===== config.mk =====
export PLATFORM = sky130hd
export DESIGN_NAME = pipe_stage_reg
export DESIGN_NICKNAME = d
export VERILOG_FILES = /design/src/rtl/pipe_pkg.sv /design/src/rtl/pipe_stage_slot.sv /design/src/rtl/pipe_stage_reg.sv
export SDC_FILE = /design/constraint.sdc
export NUM_CORES = 1
export LEC_CHECK = 0
export CAP_MARGIN = 20
export CORE_ASPECT_RATIO = 0.6
export CORE_UTILIZATION = 41
export DETAILED_ROUTE_END_ITERATION = 12
export PLACE_DENSITY = 0.92
export SYNTH_ARGS = -nofsm -noshare
export SYNTH_HDL_FRONTEND = slang
export SYNTH_SLANG_ARGS = --single-unit
export TNS_END_PERCENT = 10

===== constraint.sdc =====
create_clock -name clk -period 6.76 [get_ports clk]
set_input_delay 1.014 -clock clk [delete_from_list [all_inputs] [get_ports clk]]
set_output_delay 1.014 -clock clk [all_outputs]
set_load 0.03 [all_outputs]

===== src/rtl/pipe_pkg.sv =====
// pipe_pkg
//   Shared definitions for the elastic pipeline stage registers:
//   - NOP          : RISC-V canonical no-op (addi x0, x0, 0)
//   - stage_state_t: occupancy state of one pipeline stage
//   - BUBBLE_*     : default bubble payloads for the core's stage registers,
//                    laid out as {upper word, instruction} with a NOP in the
//                    instruction slot.
package pipe_pkg;

  localparam logic [31:0] NOP = 32'h00000013;

  typedef enum logic [1:0] {
    ST_EMPTY = 2'd0,
    ST_ONE   = 2'd1,
    ST_TWO   = 2'd2
  } stage_state_t;

  localparam logic [63:0] BUBBLE_IF_ID  = {32'h0, NOP};
  localparam logic [63:0] BUBBLE_ID_EX  = {32'h0, NOP};
  localparam logic [63:0] BUBBLE_EX_MEM = {32'h0, NOP};
  localparam logic [63:0] BUBBLE_MEM_WB = {32'h0, NOP};

endpackage


===== src/rtl/pipe_stage_slot.sv =====
// pipe_stage_slot
//   One storage entry of a pipeline stage: valid flag, payload and control.
//   Ports:
//     clk, rst           - clock, asynchronous active-high reset
//     clear              - return the slot to a bubble (has priority over load)
//     load               - capture load_data/load_ctrl and mark valid
//     load_data/ctrl     - value to capture
//     valid/data/ctrl    - registered slot contents; a bubble holds
//                          BUBBLE_DATA and zero control
module pipe_stage_slot
  import pipe_pkg::*;
#(
  parameter int                 DATA_W      = 64,
  parameter int                 CTRL_W      = 8,
  parameter logic [DATA_W-1:0]  BUBBLE_DATA = DATA_W'(NOP)
) (
  input  logic              clk,
  input  logic              rst,
  input  logic              clear,
  input  logic              load,
  input  logic [DATA_W-1:0] load_data,
  input  logic [CTRL_W-1:0] load_ctrl,
  output logic              valid,
  output logic [DATA_W-1:0] data,
  output logic [CTRL_W-1:0] ctrl
);

  // Bubble contents are stored rather than gated at the output so the
  // downstream stage always sees a clean registered NOP.
  always_ff @(posedge clk or posedge rst) begin
    if (rst) begin
      valid <= 1'b0;
      data  <= BUBBLE_DATA;
      ctrl  <= '0;
    end else if (clear) begin
      valid <= 1'b0;
      data  <= BUBBLE_DATA;
      ctrl  <= '0;
    end else if (load) begin
      valid <= 1'b1;
      data  <= load_data;
      ctrl  <= load_ctrl;
    end
  end

endmodule


===== src/rtl/pipe_stage_reg.sv =====
// pipe_stage_reg
//   Elastic valid/ready pipeline register carrying a payload and a control
//   sideband between two core stages. Flush and reset leave a bubble.
//   Optional feature macro: PIPE_STAGE_SKID_EN
//     defined   - second (skid) entry, registered in_ready, full throughput
//     undefined - single entry, in_ready = !out_valid || out_ready
//   Ports:
//     clk, rst                     - clock, asynchronous active-high reset
//     flush                        - synchronous kill of held and incoming entries
//     in_valid/in_ready            - upstream handshake
//     in_data/in_ctrl              - upstream payload and control
//     out_valid/out_ready          - downstream handshake
//     out_data/out_ctrl            - presented payload and control (registered)
//     occupancy                    - number of held entries (0..2)
module pipe_stage_reg
  import pipe_pkg::*;
#(
  parameter int                 DATA_W      = 64,
  parameter int                 CTRL_W      = 8,
  parameter logic [DATA_W-1:0]  BUBBLE_DATA = DATA_W'(BUBBLE_IF_ID)
) (
  input  logic              clk,
  input  logic              rst,
  input  logic              flush,
  input  logic              in_valid,
  output logic              in_ready,
  input  logic [DATA_W-1:0] in_data,
  input  logic [CTRL_W-1:0] in_ctrl,
  output logic              out_valid,
  input  logic              out_ready,
  output logic [DATA_W-1:0] out_data,
  output logic [CTRL_W-1:0] out_ctrl,
  output logic [1:0]        occupancy
);

  stage_state_t      state, state_next;
  logic              in_fire, out_fire;
  logic              main_load, main_clear;
  logic [DATA_W-1:0] main_src_data;
  logic [CTRL_W-1:0] main_src_ctrl;

  assign in_fire  = in_valid && in_ready;
  assign out_fire = out_valid && out_ready;

  // The main slot is the presented entry; its registers are the outputs.
  pipe_stage_slot #(
    .DATA_W      (DATA_W),
    .CTRL_W      (CTRL_W),
    .BUBBLE_DATA (BUBBLE_DATA)
  ) u_main (
    .clk       (clk),
    .rst       (rst),
    .clear     (main_clear),
    .load      (main_load),
    .load_data (main_src_data),
    .load_ctrl (main_src_ctrl),
    .valid     (out_valid),
    .data      (out_data),
    .ctrl      (out_ctrl)
  );

`ifdef PIPE_STAGE_SKID_EN
  logic              skid_load, skid_clear, skid_valid;
  logic [DATA_W-1:0] skid_data;
  logic [CTRL_W-1:0] skid_ctrl;

  pipe_stage_slot #(
    .DATA_W      (DATA_W),
    .CTRL_W      (CTRL_W),
    .BUBBLE_DATA (BUBBLE_DATA)
  ) u_skid (
    .clk       (clk),
    .rst       (rst),
    .clear     (skid_clear),
    .load      (skid_load),
    .load_data (in_data),
    .load_ctrl (in_ctrl),
    .valid     (skid_valid),
    .data      (skid_data),
    .ctrl      (skid_ctrl)
  );

  // in_ready is registered from the next state so that out_ready never
  // reaches in_ready combinationally; the skid entry absorbs the one entry
  // that may arrive while the stage fills.
  always_ff @(posedge clk or posedge rst) begin
    if (rst) begin
      in_ready <= 1'b1;
    end else begin
      in_ready <= (state_next != ST_TWO);
    end
  end

  assign occupancy = {1'b0, out_valid} + {1'b0, skid_valid};
`else
  assign in_ready  = !out_valid || out_ready;
  assign occupancy = {1'b0, out_valid};
`endif

  // Stage state register.
  always_ff @(posedge clk or posedge rst) begin
    if (rst) begin
      state <= ST_EMPTY;
    end else begin
      state <= state_next;
    end
  end

  // Next-state and slot control. Flush wins over any transfer; in TWO the
  // skid entry is promoted into main when the presented entry leaves.
  always_comb begin
    state_next    = state;
    main_load     = 1'b0;
    main_clear    = 1'b0;
    main_src_data = in_data;
    main_src_ctrl = in_ctrl;
`ifdef PIPE_STAGE_SKID_EN
    skid_load     = 1'b0;
    skid_clear    = 1'b0;
`endif
    if (flush) begin
      state_next = ST_EMPTY;
      main_clear = 1'b1;
`ifdef PIPE_STAGE_SKID_EN
      skid_clear = 1'b1;
`endif
    end else begin
      case (state)
        ST_EMPTY: begin
          if (in_fire) begin
            main_load  = 1'b1;
            state_next = ST_ONE;
          end
        end
        ST_ONE: begin
          if (in_fire && out_fire) begin
            main_load = 1'b1;
          end else if (out_fire) begin
            main_clear = 1'b1;
            state_next = ST_EMPTY;
          end
`ifdef PIPE_STAGE_SKID_EN
          else if (in_fire) begin
            skid_load  = 1'b1;
            state_next = ST_TWO;
          end
`endif
        end
`ifdef PIPE_STAGE_SKID_EN
        ST_TWO: begin
          if (out_fire) begin
            main_load     = 1'b1;
            main_src_data = skid_data;
            main_src_ctrl = skid_ctrl;
            skid_clear    = 1'b1;
            state_next    = ST_ONE;
          end
        end
`endif
        default: begin
          state_next = ST_EMPTY;
        end
      endcase
    end
  end

endmodule


==> flow_metrics.py <==
metrics = {
    "status": {
        "outcome": "completed",
    },
    "power": {
        "vdd_ir_drop_max_mv": 0.152,
        "pwr_density_cell_nw_per_um2": 255,
        "power_mw": 1.14,
        "p_leak_nw": 2.02,
    },
    "worst_setup_path": {
        "slowest_delay_ns": 0.71,
        "cp-end-kind": "output port",
        "slowest_stage": "clkdlybuf4s50_1",
        "crit_chain": "clkdlybuf4s50_1 -> nand2b_1 -> clkdlybuf4s50_1",
        "path_max_fanout": 4,
        "worstPathArrival_ns": 2.45,
        "cp-start-kind": "input port",
        "crit_top_cell": "clkdlybuf4s50_1",
        "required_ns": 5.75,
        "criticalPathCategory": "in2out",
    },
    "run": {
        "maxCapViolCount": 0,
    },
    "hold_path": {
        "hold_path_class": "reg2reg",
    },
    "layout": {
        "fillers": 425,
        "regArea_sq_um": 1860,
        "diodes": 0,
        "syn_to_final_growth_pct": 65.2,
        "finalInstanceArea_sq_um": 4490,
        "fin_nets": 409,
        "final_util_pct": 71.9,
        "multi_input_comb_area_sq_um": 721,
        "layout-drive-gt1-share_pct": 7.42,
    },
    "yosys": {
        "postSynthAreaPerCell_sq_um": 14.8,
        "ys_seq_area_share_pct": 68.2,
        "synth.net_count": 261,
        "synth_common_cells": "71 x dfrtp_1, 69 x a22o_1, 8 x buf_2",
        "synth_most_common_cell": "dfrtp_1",
        "synth_seq_cells": 74,
        "ys.flop_type": "dfrtp_1",
        "synth_area_sq_um": 2720,
        "synth_cell_types": 18,
        "synthTopCellsByArea": "dfrtp_1 65%, a22o_1 22%, dfstp_2 2.9%",
        "synthArstFlopShare_pct": 100,
        "yosys.area.top_type": "dfrtp_1",
        "ys_warn_count": 0,
        "yosys.area.top_type_share_pct": 65.3,
        "synth_cells": 184,
        "synth_edf_count": 0,
    },
    "floorplanning": {
        "die_x_um": 107,
        "rows": 22,
        "io_pins": 153,
        "dieHeight_um": 65.1,
        "core_area_sq_um": 6250,
        "die_area_sq_um": 6970,
        "start_util_pct": 43.5,
    },
    "clock_network": {
        "clock_latency_ns": 0.33,
        "clockBufferDepth": 2,
        "cts.hold.buffers_added": 0,
        "clkTransAtPathRegs_ns": 0.07,
        "clockRootBuffer": "clkbuf_8",
        "cts_inserted_buffers": 9,
        "cts_resized": 0,
        "htree_levels": 3,
        "postCtsSetupBuffers": 0,
        "cts.sinks": 74,
        "cts_tree": "yes",
    },
    "global_route": {
        "grt_pass1_wl_um": 10700,
        "grt_start_max_net_pins": 75,
        "grt_usage_pct": 20.4,
        "grt_pass1_vias": 2101,
        "gr-total-overflow": 0,
        "antenna_found_initial": 0,
    },
    "sta": {
        "period_needed_ns": 3.47,
        "hold_slack_ns": 0.480,
        "period_share_pct": 51.3,
        "setup_violations": 0,
        "slew_headroom_pct": 39.2,
        "finalMaxSlewViolations": 0,
        "finClkSkew_ns": 0.00726,
        "rsz0062_at_grt": "no",
        "max_slew.worst_pin.slew_ns": 0.912,
        "max_freq_ghz": 0.288,
        "hold_viol_final": 0,
        "tns_ns": 0,
    },
    "drt": {
        "dr.pass1.iters": 4,
        "drt_iter0_markers": 87,
        "post-route-drc-count": 0,
        "vias": 2109,
        "wl_per_cell_um": 16.5,
        "drtAntennaViolNets": 0,
        "wirelength_um": 6950,
        "drt-vias-per-instance": 5.01,
    },
    "placement": {
        "placed_area_sq_um": 4240,
        "dp_hpwl_um": 4670,
        "routabilityCongestion": 0.699,
        "numPortBuffers": 151,
    },
}
metal layers:
metal  track usage (%)  share of wire, %  vias to the layer above
met4              5.14              0.69                        0
met5                 0                 0                        -
li1                  -                 -                      983
met3              8.53               9.5                        4
met1              27.3                46                     1018
met2              30.7                44                      104
area by class of cell:
| type | instances | share of cell area [%] |
|---|---|---|
| clock buffers | 12 | 3.45 |
| clock inverters | 4 | 2.17 |
| inverters | 7 | 0.585 |
| multi-input cells | 86 | 16.0 |
| flip-flops and latches | 74 | 41.3 |
| well taps | 84 | 2.34 |
| repair buffers | 154 | 34.1 |
final timing paths:
path,startpoint,endpoint,slack (ns),depth (start not counted)
setup / recovery,out_ready,in_ready,3.29,3
hold / removal,u_main.data[0]$_DFFE_PP1P_,u_main.data[0]$_DFFE_PP1P_,0.48,2
setup reg to reg,u_main.valid$_DFFE_PP0P_,u_main.data[40]$_DFFE_PP0P_,4.87,4
hold reg to reg,u_main.data[0]$_DFFE_PP1P_,u_main.data[0]$_DFFE_PP1P_,0.48,2
max in group asynchronous,rst,u_main.ctrl[6]$_DFFE_PP0P_,4.89,3
min in group asynchronous,rst,u_main.data[57]$_DFFE_PP0P_,1.28,3
flip-flops by register name, summed over array words and instances (netlist names):
register      count
state             1
u_main.data      64
u_main.ctrl       8
u_main.valid      1
cell usage in the layout (no fill, tap or decap):
cell,netlist,final
nor3b_2,0,1
nor2b_1,1,1
mux2_2,1,1
clkbuf_1,0,1
a22o_1,69,69
bufinv_16,0,3
clkdlybuf4s50_1,0,151
inv_1,7,6
a21oi_1,2,2
dfrtp_1,71,71
dfstp_2,3,3
nand2_1,2,2
nor3_1,2,2
nand2b_1,2,2
clkbuf_8,0,11
a22oi_1,3,3
conb_1,1,1
buf_4,5,3
nor2_1,1,1
inv_2,0,1
clkinvlp_4,0,1
a21oi_4,1,1
power by group:
part	switching (mW)	total (mW)	internal [mW]
clock network	0.152	0.417	0.266
logic	0.122	0.235	0.113
registers	0.0187	0.492	0.473
total	0.292	1.14	0.853
stage by stage:
step,worst slack (ns),std cells
after floorplan,3.87,184
after global placement,3.33,405
after detailed placement,3.31,405
after CTS,3.30,421
after global routing,3.25,421
final,3.29,421
kinds of logic after synthesis:
logic type | share of synthesized area (%)
muxes | 0.414
buffers and inverters | 5.47
and+or+nand+nor | 1.75
DFF | 68.2
AOI/OAI and AO/OA | 24.0
other | 0.138
worst max-delay path, delay by kind of cell:
kind	cells	cell delay (ns)
buffers and inverters	2	1.20
AND/OR/NAND/NOR	1	0.24
No activity file was read; power rests on OpenSTA's default activity.
